[config.mk]
export PLATFORM = sky130hd
export DESIGN_NAME = sort_batch_ctrl
export DESIGN_NICKNAME = d
export VERILOG_FILES = /design/src/rtl/sort_batch_ctrl.sv
export SDC_FILE = /design/constraint.sdc
export NUM_CORES = 1
export LEC_CHECK = 0
export CORE_UTILIZATION = 24
export CTS_CLUSTER_DIAMETER = 200
export DETAILED_ROUTE_END_ITERATION = 16
export DONT_BUFFER_PORTS = 1
export PLACE_DENSITY_LB_ADDON = 0.12
export SKIP_CTS_REPAIR_TIMING = 1
export SLEW_MARGIN = 30
export SYNTH_ARGS = -nofsm -noshare
export SYNTH_HDL_FRONTEND = slang
export SYNTH_SLANG_ARGS = --single-unit
[constraint.sdc]
create_clock -name clk -period 14.4 [get_ports clk]
set_input_delay 1.44 -clock clk [delete_from_list [all_inputs] [get_ports clk]]
set_output_delay 1.44 -clock clk [all_outputs]
set_load 0.1 [all_outputs]
[src/rtl/sort_batch_ctrl.sv]
// In-place 4-word block sorter controller: read block, wait for sorter, write back.
// Optional sortedness checker enabled by macro SORT_ORDER_CHECK_EN; per block 9+LAT cycles.
module sort_batch_ctrl #(
   parameter int WIDTH  = 32,
   parameter int ADDR_W = 9,
   parameter int LAT    = 0
) (
   input  logic              clk,
   input  logic              rst,
   input  logic              start,
   input  logic [ADDR_W-1:0] base_addr,
   input  logic [ADDR_W-3:0] num_blocks,
   output logic              busy,
   output logic              done,
   output logic              mem_rd_en,
   output logic [ADDR_W-1:0] mem_rd_addr,
   input  logic [WIDTH-1:0]  mem_rd_data,
   output logic              mem_wr_en,
   output logic [ADDR_W-1:0] mem_wr_addr,
   output logic [WIDTH-1:0]  mem_wr_data,
   output logic [WIDTH-1:0]  sort_in0,
   output logic [WIDTH-1:0]  sort_in1,
   output logic [WIDTH-1:0]  sort_in2,
   output logic [WIDTH-1:0]  sort_in3,
   input  logic [WIDTH-1:0]  sort_out0,
   input  logic [WIDTH-1:0]  sort_out1,
   input  logic [WIDTH-1:0]  sort_out2,
   input  logic [WIDTH-1:0]  sort_out3,
   output logic              order_err
);

   typedef enum logic [2:0] {S_IDLE, S_READ, S_WAIT, S_WRITE, S_DONE} state_t;

   localparam int              LW      = (LAT > 0) ? $clog2(LAT + 1) : 1;
   localparam logic [LW-1:0]   LAT_L   = LW'(LAT);
   localparam logic [LW-1:0]   LAT_ONE = 1;
   localparam logic [ADDR_W-3:0] BLK_ONE = 1;

   state_t              state_q;
   logic [1:0]          cnt_q;
   logic [LW-1:0]       lat_q;
   logic [ADDR_W-3:0]   blk_q, nblk_q;
   logic [ADDR_W-1:0]   base_q;
   logic [WIDTH-1:0]    stage_q [4];
   logic [WIDTH-1:0]    res_q [4];
   logic                cap_en_q;
   logic [1:0]          cap_idx_q;
   logic                busy_q, done_q, rd_en_q, wr_en_q;
   logic [ADDR_W-1:0]   rd_addr_q, wr_addr_q;
   logic [WIDTH-1:0]    wr_data_q;

   logic [WIDTH-1:0]    sort_out_a [4];
   logic [ADDR_W-3:0]   blk_d;
   logic [1:0]          cnt_d;
   logic [ADDR_W-1:0]   cur_base_d, nxt_base_d, cnt_off_d;

   assign blk_d      = blk_q + BLK_ONE;
   assign cnt_d      = cnt_q + 2'd1;
   assign cur_base_d = base_q + {blk_q, 2'b00};
   assign nxt_base_d = base_q + {blk_d, 2'b00};
   assign cnt_off_d  = {{(ADDR_W-2){1'b0}}, cnt_d};

   assign sort_out_a[0] = sort_out0;
   assign sort_out_a[1] = sort_out1;
   assign sort_out_a[2] = sort_out2;
   assign sort_out_a[3] = sort_out3;

`ifdef SORT_ORDER_CHECK_EN
   logic oerr_q;
   assign order_err = oerr_q;
`else
   assign order_err = 1'b0;
`endif

   always_ff @(posedge clk) begin
      if (rst) begin
         state_q   <= S_IDLE;
         cnt_q     <= '0;
         lat_q     <= '0;
         blk_q     <= '0;
         nblk_q    <= '0;
         base_q    <= '0;
         cap_en_q  <= 1'b0;
         cap_idx_q <= '0;
         busy_q    <= 1'b0;
         done_q    <= 1'b0;
         rd_en_q   <= 1'b0;
         wr_en_q   <= 1'b0;
         rd_addr_q <= '0;
         wr_addr_q <= '0;
         wr_data_q <= '0;
         for (int k = 0; k < 4; k++) begin
            stage_q[k] <= '0;
            res_q[k]   <= '0;
         end
`ifdef SORT_ORDER_CHECK_EN
         oerr_q    <= 1'b0;
`endif
      end else begin
         rd_en_q   <= 1'b0;
         wr_en_q   <= 1'b0;
         done_q    <= 1'b0;
         // Read data lands one cycle after its request; remember which slot it belongs to.
         cap_en_q  <= rd_en_q;
         cap_idx_q <= cnt_q;
         if (cap_en_q) stage_q[cap_idx_q] <= mem_rd_data;

         case (state_q)
            S_IDLE: begin
               if (start) begin
                  base_q <= base_addr;
                  nblk_q <= num_blocks;
                  blk_q  <= '0;
                  cnt_q  <= '0;
                  busy_q <= 1'b1;
`ifdef SORT_ORDER_CHECK_EN
                  oerr_q <= 1'b0;
`endif
                  if (num_blocks != '0) begin
                     state_q   <= S_READ;
                     rd_en_q   <= 1'b1;
                     rd_addr_q <= base_addr;
                  end else begin
                     state_q <= S_DONE;
                     done_q  <= 1'b1;
                  end
               end
            end
            S_READ: begin
               if (cnt_q == 2'd3) begin
                  state_q <= S_WAIT;
                  lat_q   <= '0;
               end else begin
                  cnt_q     <= cnt_d;
                  rd_en_q   <= 1'b1;
                  rd_addr_q <= cur_base_d + cnt_off_d;
               end
            end
            S_WAIT: begin
               if (lat_q == LAT_L) begin
                  for (int k = 0; k < 4; k++) res_q[k] <= sort_out_a[k];
`ifdef SORT_ORDER_CHECK_EN
                  if (sort_out0 > sort_out1 || sort_out1 > sort_out2 || sort_out2 > sort_out3)
                     oerr_q <= 1'b1;
`endif
                  state_q   <= S_WRITE;
                  cnt_q     <= '0;
                  wr_en_q   <= 1'b1;
                  wr_addr_q <= cur_base_d;
                  wr_data_q <= sort_out0;
               end else begin
                  lat_q <= lat_q + LAT_ONE;
               end
            end
            S_WRITE: begin
               if (cnt_q == 2'd3) begin
                  blk_q <= blk_d;
                  cnt_q <= '0;
                  if (blk_d < nblk_q) begin
                     state_q   <= S_READ;
                     rd_en_q   <= 1'b1;
                     rd_addr_q <= nxt_base_d;
                  end else begin
                     state_q <= S_DONE;
                     done_q  <= 1'b1;
                  end
               end else begin
                  cnt_q     <= cnt_d;
                  wr_en_q   <= 1'b1;
                  wr_addr_q <= cur_base_d + cnt_off_d;
                  wr_data_q <= res_q[cnt_d];
               end
            end
            S_DONE: begin
               state_q <= S_IDLE;
               busy_q  <= 1'b0;
            end
            default: state_q <= S_IDLE;
         endcase
      end
   end

   assign busy        = busy_q;
   assign done        = done_q;
   assign mem_rd_en   = rd_en_q;
   assign mem_rd_addr = rd_addr_q;
   assign mem_wr_en   = wr_en_q;
   assign mem_wr_addr = wr_addr_q;
   assign mem_wr_data = wr_data_q;
   assign sort_in0    = stage_q[0];
   assign sort_in1    = stage_q[1];
   assign sort_in2    = stage_q[2];
   // Word 3 arrives during the first WAIT cycle; bypass it so a zero-latency sorter sees it.
   assign sort_in3    = (cap_en_q && cap_idx_q == 2'd3) ? mem_rd_data : stage_q[3];

endmodule

==> results.sh, run 1 <==
export IMPL_outcome="completed"
export IMPL_cts_sinks=341
export IMPL_relSlewSlack_pct=31.56
export IMPL_worst_setup_path_end_kind="output port"
export IMPL_final_common_cell="and2_1"
export IMPL_tightest_slew_ns=1.025
export IMPL_cts_path_max_buffers=3
export IMPL_grt_setup_unrepaired="false"
export IMPL_synth_nets=1384
export IMPL_p_per_area_mw_per_mm2=137.0
export IMPL_final_period_utilization_pct=25.21
export IMPL_worstPathArrival_ns=2.19
export IMPL_postSynthCellCount=1180
export IMPL_syn_cell_area_mm2=0.01517
export IMPL_dp_hpwl_mm=28.75
export IMPL_die_x_um=253.4
export IMPL_critPathBufInv=0
export IMPL_drc=0
export IMPL_first_global_vias=9234
export IMPL_synthArstFlopShare_pct=0
export IMPL_fmax_mhz=275.5
export IMPL_post_drt_wl_per_cell_um=21.30
export IMPL_grt_overflow_total=0
export IMPL_fin_tns_setup_ns=0
export IMPL_setup_viol=0
export IMPL_drive_gt1_share_pct=15.49
export IMPL_start_util_pct=24.44
export IMPL_num_rows=91
export IMPL_crit_chain="nand3_4 > mux2_2"
export IMPL_io_buffers=0
export IMPL_cts_root_buf="clkbuf_16"
export IMPL_stdcell_area_mm2=0.01750
export IMPL_max_cap_violations=0
export IMPL_drtPass1Iterations=4
export IMPL_antenna_found_initial=13
export IMPL_grtUsageTotal_pct=13.30
export IMPL_hold_viol=0
export IMPL_cts_tree="yes"
export IMPL_startpoint_type="register"
export IMPL_cts_htree_levels=2
export IMPL_cp_max_fo=33
export IMPL_hold_path_class="reg2reg"
export IMPL_avgSynthCellArea_um2=12.85
export IMPL_grt_pass1_wl_mm=63.05
export IMPL_fin_crit_ns=3.630
export IMPL_maxSlewViolCount=0
export IMPL_dieArea_mm2=0.06421
export IMPL_drt_iter0_markers=461
export IMPL_criticalPathCategory="reg2out"
export IMPL_crit_slowest_cell="mux2_2"
export IMPL_ys_warn_count=0
export IMPL_num_vias=8879
export IMPL_synth_edff_count=256
export IMPL_clk_latency_ns=0.56
export IMPL_synth_seq_cells=341
export IMPL_vias_per_cell=4.335
export IMPL_dieHeight_um=253.4
export IMPL_nets=1381
export IMPL_p_leak_uw=0.006165
export IMPL_path_delay_family="multiplexers"
export IMPL_ioPinCount=362
export IMPL_path_clk_slew_ns=0.05
export IMPL_fin_skew_ns=0.01306
export IMPL_core_area_mm2=0.06205
export IMPL_area_growth_pct=15.40
export IMPL_synth_ff_type="edfxtp_1"
export IMPL_mostFrequentLayoutCells="258 x and2_1, 256 x edfxtp_1, 97 x nand2_1, 68 x dfxtp_1, 49 x o21ai_0"
export IMPL_max_stage_delay_ns=0.74
export IMPL_gp_congestion=0.7388
export IMPL_detailed_place_area_mm2=0.01615
export IMPL_synth_cell_type_count=60
export IMPL_cts_buffers=42
export IMPL_synth_seq_area_share_pct=61.90
export IMPL_required_ns=12.96
export IMPL_routed_wl_mm=43.63
export IMPL_grt_max_degree=105
export IMPL_max_vdd_ir_drop_mv=0.06607
export IMPL_drtAntennaViolNets=0
cell type report:
| type | count | area [µm²] |
|---|---|---|
| timing repair buffer | 19 | 158.9 |
| tap | 837 | 1047 |
| sequential | 341 | 9410 |
| multi-input combinational | 757 | 5512 |
| antenna | 4 | 10.01 |
| clock inverter | 18 | 182.7 |
| fill | 6340 | 44550 |
| inverter | 16 | 60.06 |
| clock buffer | 56 | 1124 |
layer usage:
metal	vias to the layer above	GRT usage [%]	share of wire [%]
li1	4211	-	-
met1	4309	15.66	41
met2	258	21.88	47
met3	81	5.613	9.3
met4	20	3.983	2.2
met5	-	0	0.28
cell usage after synthesis, types with 2 or more instances:
cell | count | area [µm²]
a311oi_1 | 3 | 26.28
mux2i_1 | 35 | 350.3
dfxtp_1 | 85 | 1702
nand3_1 | 12 | 60.06
nor4b_2 | 2 | 30.03
clkbuf_1 | 53 | 198.9
a221oi_1 | 3 | 26.28
nand2b_1 | 8 | 50.05
edfxtp_1 | 256 | 7687
xnor2_1 | 12 | 105.1
or2_2 | 4 | 25.02
nand3b_1 | 2 | 15.01
buf_2 | 9 | 45.04
fa_1 | 3 | 60.06
nor3b_1 | 3 | 22.52
and2_1 | 258 | 1614
ha_1 | 22 | 275.3
inv_1 | 15 | 56.30
mux4_2 | 32 | 720.7
o21ba_2 | 2 | 20.02
nor2b_1 | 10 | 62.56
o21ai_0 | 49 | 245.2
a22oi_1 | 2 | 15.01
and3_1 | 2 | 12.51
a2111oi_0 | 2 | 17.52
a211o_1 | 3 | 26.28
xor2_1 | 9 | 78.83
o21bai_1 | 3 | 22.52
nor3_1 | 16 | 80.08
and3b_1 | 2 | 17.52
a21oi_1 | 45 | 225.2
nor2_1 | 41 | 153.9
nand2_1 | 97 | 364.1
o211ai_1 | 4 | 30.03
a211oi_1 | 9 | 67.56
or3_1 | 6 | 37.54
mux2_2 | 32 | 360.4
o21ai_1 | 6 | 30.03
buf_1 | 2 | 7.510
through the flow:
stage / util [%] / cells / worst slack, ns / hold slack (ns) / power, µW
5_1_grt: 28.20 / 2046 / 10.39 / 0.4747 / 2485
6_report: 28.21 / 2048 / 10.77 / 0.4560 / 2397
2_1_floorplan: - / 1180 / 6.556 / 0.4325 / 1356
3_5_place_dp: 26.03 / 1969 / 10.50 / 0.4459 / 1394
3_3_place_gp: 26.00 / 1969 / 10.02 / 0.4420 / 1393
4_1_cts: 28.13 / 2043 / 10.29 / 0.4536 / 2443
registers in the layout (all words and copies together) (netlist names):
name	count
base_q	9
blk_q	7
busy	1
cap_en_q	1
cap_idx_q	2
cnt_q	2
done	1
mem_rd_addr	9
mem_rd_en	1
mem_wr_addr	9
mem_wr_data	32
mem_wr_en	1
nblk_q	7
res_q	128
stage_q	128
state_q	3
worst paths after layout:
check | from | to | slack [ns] | depth (start not counted)
setup reg to reg | cnt_q[1] | mem_rd_addr[8] | 10.82 | 10
setup / recovery | cap_idx_q[1] | sort_in3[15] | 10.77 | 2
hold reg to reg | nblk_q[5] | nblk_q[5] | 0.46 | 2
hold / removal | nblk_q[5] | nblk_q[5] | 0.46 | 2
worst register-to-register path: stages (launching register included):
cell and delay [ns]:
dfxtp_1 0.32, ha_2 0.31, buf_4 0.53, inv_1 0.14, fa_1 0.48, nor3b_1 0.44
o211ai_1 0.21, nor4_1 0.38, a211oi_1 0.14, o21ai_0 0.37, a221oi_2 0.11
report_power, final:
| part | internal, µW | switching [µW] | leakage [µW] |
|---|---|---|---|
| clock | 602 | 427 | 0.000641 |
| combinational | 46.0 | 99.1 | 0.00218 |
| sequential | 1090 | 131 | 0.00334 |
cells by family after synthesis:
family / after synthesis / share of synthesized area, %
AOI/OAI and AO/OA: 141 / 5.799
xor gates and xnor gates: 21 / 1.213
adders and majority gates: 25 / 2.211
buffers and inverters: 82 / 2.178
DFF: 341 / 61.90
muxes: 99 / 9.437
other: 1 / 0.02472
and+or+nand+nor: 470 / 17.24
Note: power is estimated with default switching activity, not from simulation.
==> inputs of run 2 (changes only) <==
==> constraint.sdc (replaced) <==
create_clock -name clk -period 2.95 [get_ports clk]
set_input_delay 0.295 -clock clk [delete_from_list [all_inputs] [get_ports clk]]
set_output_delay 0.295 -clock clk [all_outputs]
set_load 0.1 [all_outputs]
==> run 2 against run 1 <==
  * The run now ends with negative hold slack left
  * Core utilization increased by 3.6 points
  * Count of clock-buffer cells in the layout increased by 2
  * Combinational power rose to 7.2 times the previous value
  * Sequential share of layout area is 6.1 points lower
  * Global-route usage hardly changed
  * Clock power increased to 5.1 times the previous value
  * Critical path type is now reg2reg
  * Hold slack worse by 0.52 ns
  * Final cell count up 11%
  * Clock skew rose by 0.0010 ns
  * Total power grew to 5.1 times the previous value
  * Critical endpoint is now mem_rd_addr[8]
  * Critical path depth is 7 higher
==> results.sh, run 2 (synthesis gave the netlist of run 1 again) <==
export IMPL_outcome="complete, but fails checks"
export IMPL_violations="negative hold slack"
export IMPL_first_global_vias=9392
export IMPL_post_drt_wl_per_cell_um=19.72
export IMPL_hold_path_class="in2reg"
export IMPL_startpoint_type="register"
export IMPL_hold_viol=4
export IMPL_nets=1598
export IMPL_mostFrequentLayoutCells="258 x and2_1, 256 x edfxtp_1, 176 x dlygate4sd3_1, 97 x nand2_1, 73 x dfxtp_1"
export IMPL_gp_congestion=0.7910
export IMPL_required_ns=3.38
export IMPL_die_x_um=253.4
export IMPL_post_place_ws_ns=0.1110
export IMPL_fin_crit_ns=2.785
export IMPL_crit_slowest_cell="fa_1"
export IMPL_fin_skew_ns=0.01408
export IMPL_setup_viol=0
export IMPL_dp_hpwl_mm=29.14
export IMPL_setup_slack_ns=0.1645
export IMPL_antenna_found_initial=3
export IMPL_core_area_mm2=0.06205
export IMPL_grt_setup_unrepaired="false"
export IMPL_drc=0
export IMPL_stdcell_area_mm2=0.01976
export IMPL_cp_max_fo=4
export IMPL_num_rows=91
export IMPL_cts_buffers=44
export IMPL_fin_tns_setup_ns=0
export IMPL_area_growth_pct=30.29
export IMPL_path_clk_slew_ns=0.06
export IMPL_io_buffers=0
export IMPL_whs_ns=-0.06689
export IMPL_dieArea_mm2=0.06421
export IMPL_worst_setup_path_end_kind="register"
export IMPL_crit_chain="ha_2 > inv_1 > fa_1 > nor3b_1 > o211ai_1 > nor4_1 > a211oi_1 > o21ai_0 > a221oi_2"
export IMPL_start_util_pct=24.44
export IMPL_grt_overflow_total=0
export IMPL_dieHeight_um=253.4
export IMPL_relSlewSlack_pct=31.29
export IMPL_p_per_area_mw_per_mm2=618.9
export IMPL_routed_wl_mm=44.70
export IMPL_detailed_place_area_mm2=0.01655
export IMPL_whs_path_depth=2
export IMPL_drive_gt1_share_pct=16.25
export IMPL_final_period_utilization_pct=94.42
export IMPL_drtPass1Iterations=4
export IMPL_maxSlewViolCount=0
export IMPL_cts_sinks=341
export IMPL_grtUsageTotal_pct=13.28
export IMPL_drtAntennaViolNets=0
export IMPL_clk_latency_ns=0.57
export IMPL_reg2reg_depth=9
export IMPL_max_cap_violations=0
export IMPL_drt_iter0_markers=431
export IMPL_num_vias=9747
export IMPL_cts_path_max_buffers=3
export IMPL_cts_htree_levels=2
export IMPL_tightest_slew_ns=1.029
export IMPL_ioPinCount=362
export IMPL_criticalPathCategory="reg2reg"
export IMPL_cts_root_buf="clkbuf_16"
export IMPL_p_leak_uw=0.007173
export IMPL_fmax_mhz=359.0
export IMPL_final_common_cell="and2_1"
export IMPL_vias_per_cell=4.301
export IMPL_grt_pass1_wl_mm=63.25
export IMPL_grt_max_degree=75
export IMPL_cts_tree="yes"
export IMPL_worstPathArrival_ns=3.22
export IMPL_max_vdd_ir_drop_mv=0.3815
export IMPL_max_stage_delay_ns=0.44
run 2: metrics by stage:
stage / util [%] / total power (µW) / std cells
floorplan: - / 6608 / 1180
global placement: 26.66 / 6829 / 2008
detailed placement: 26.67 / 6834 / 2008
CTS: 28.94 / 12220 / 2088
global route: 31.85 / 12680 / 2266
finish: 31.85 / 12230 / 2266
run 2: metal layers:
layer | vias to the layer above | GRT usage [%] | wire (µm)
met5 | - | 0 | 30
met4 | 4 | 3.861 | 901
met3 | 63 | 5.500 | 3414
met2 | 290 | 21.13 | 21030
met1 | 4740 | 16.32 | 19320
li1 | 4650 | - | -
run 2: area by class of cell:
type | instances | area (µm²)
clock buffer | 58 | 1194
tap | 837 | 1047
antenna | 1 | 2.502
multi-input combinational | 757 | 5523
clock inverter | 22 | 210.2
timing repair buffer | 234 | 2317
inverter | 16 | 60.06
sequential | 341 | 9409
fill | 6249 | 42290
run 2: path summary, 6_finish.rpt:
kind                    from               to  slack, ns
max                 cnt_q[0]   mem_rd_addr[8]       0.16
min            sort_out0[17]  mem_wr_data[17]      -0.07
min reg2reg  mem_wr_data[27]  mem_wr_data[27]       0.45
max reg2reg         cnt_q[0]   mem_rd_addr[8]       0.16
run 2: worst max-delay path, delay by kind of cell (launching register included):
| kind | cells | cell delay (ns) |
|---|---|---|
| AO/OA/AOI/OAI | 4 | 0.79 |
| adder cells (fa/ha/maj) | 2 | 0.77 |
| buffers and inverters | 1 | 0.06 |
| flip-flops | 1 | 0.34 |
| AND/OR/NAND/NOR | 2 | 0.69 |
run 2: report_power, final:
part	total, µW	internal [µW]	switching [µW]	leakage, µW
clock	5290	3120	2170	0.000681
combinational	1040	409	633	0.00315
sequential	5900	5330	575	0.00334
total	12200	8850	3380	0.00717
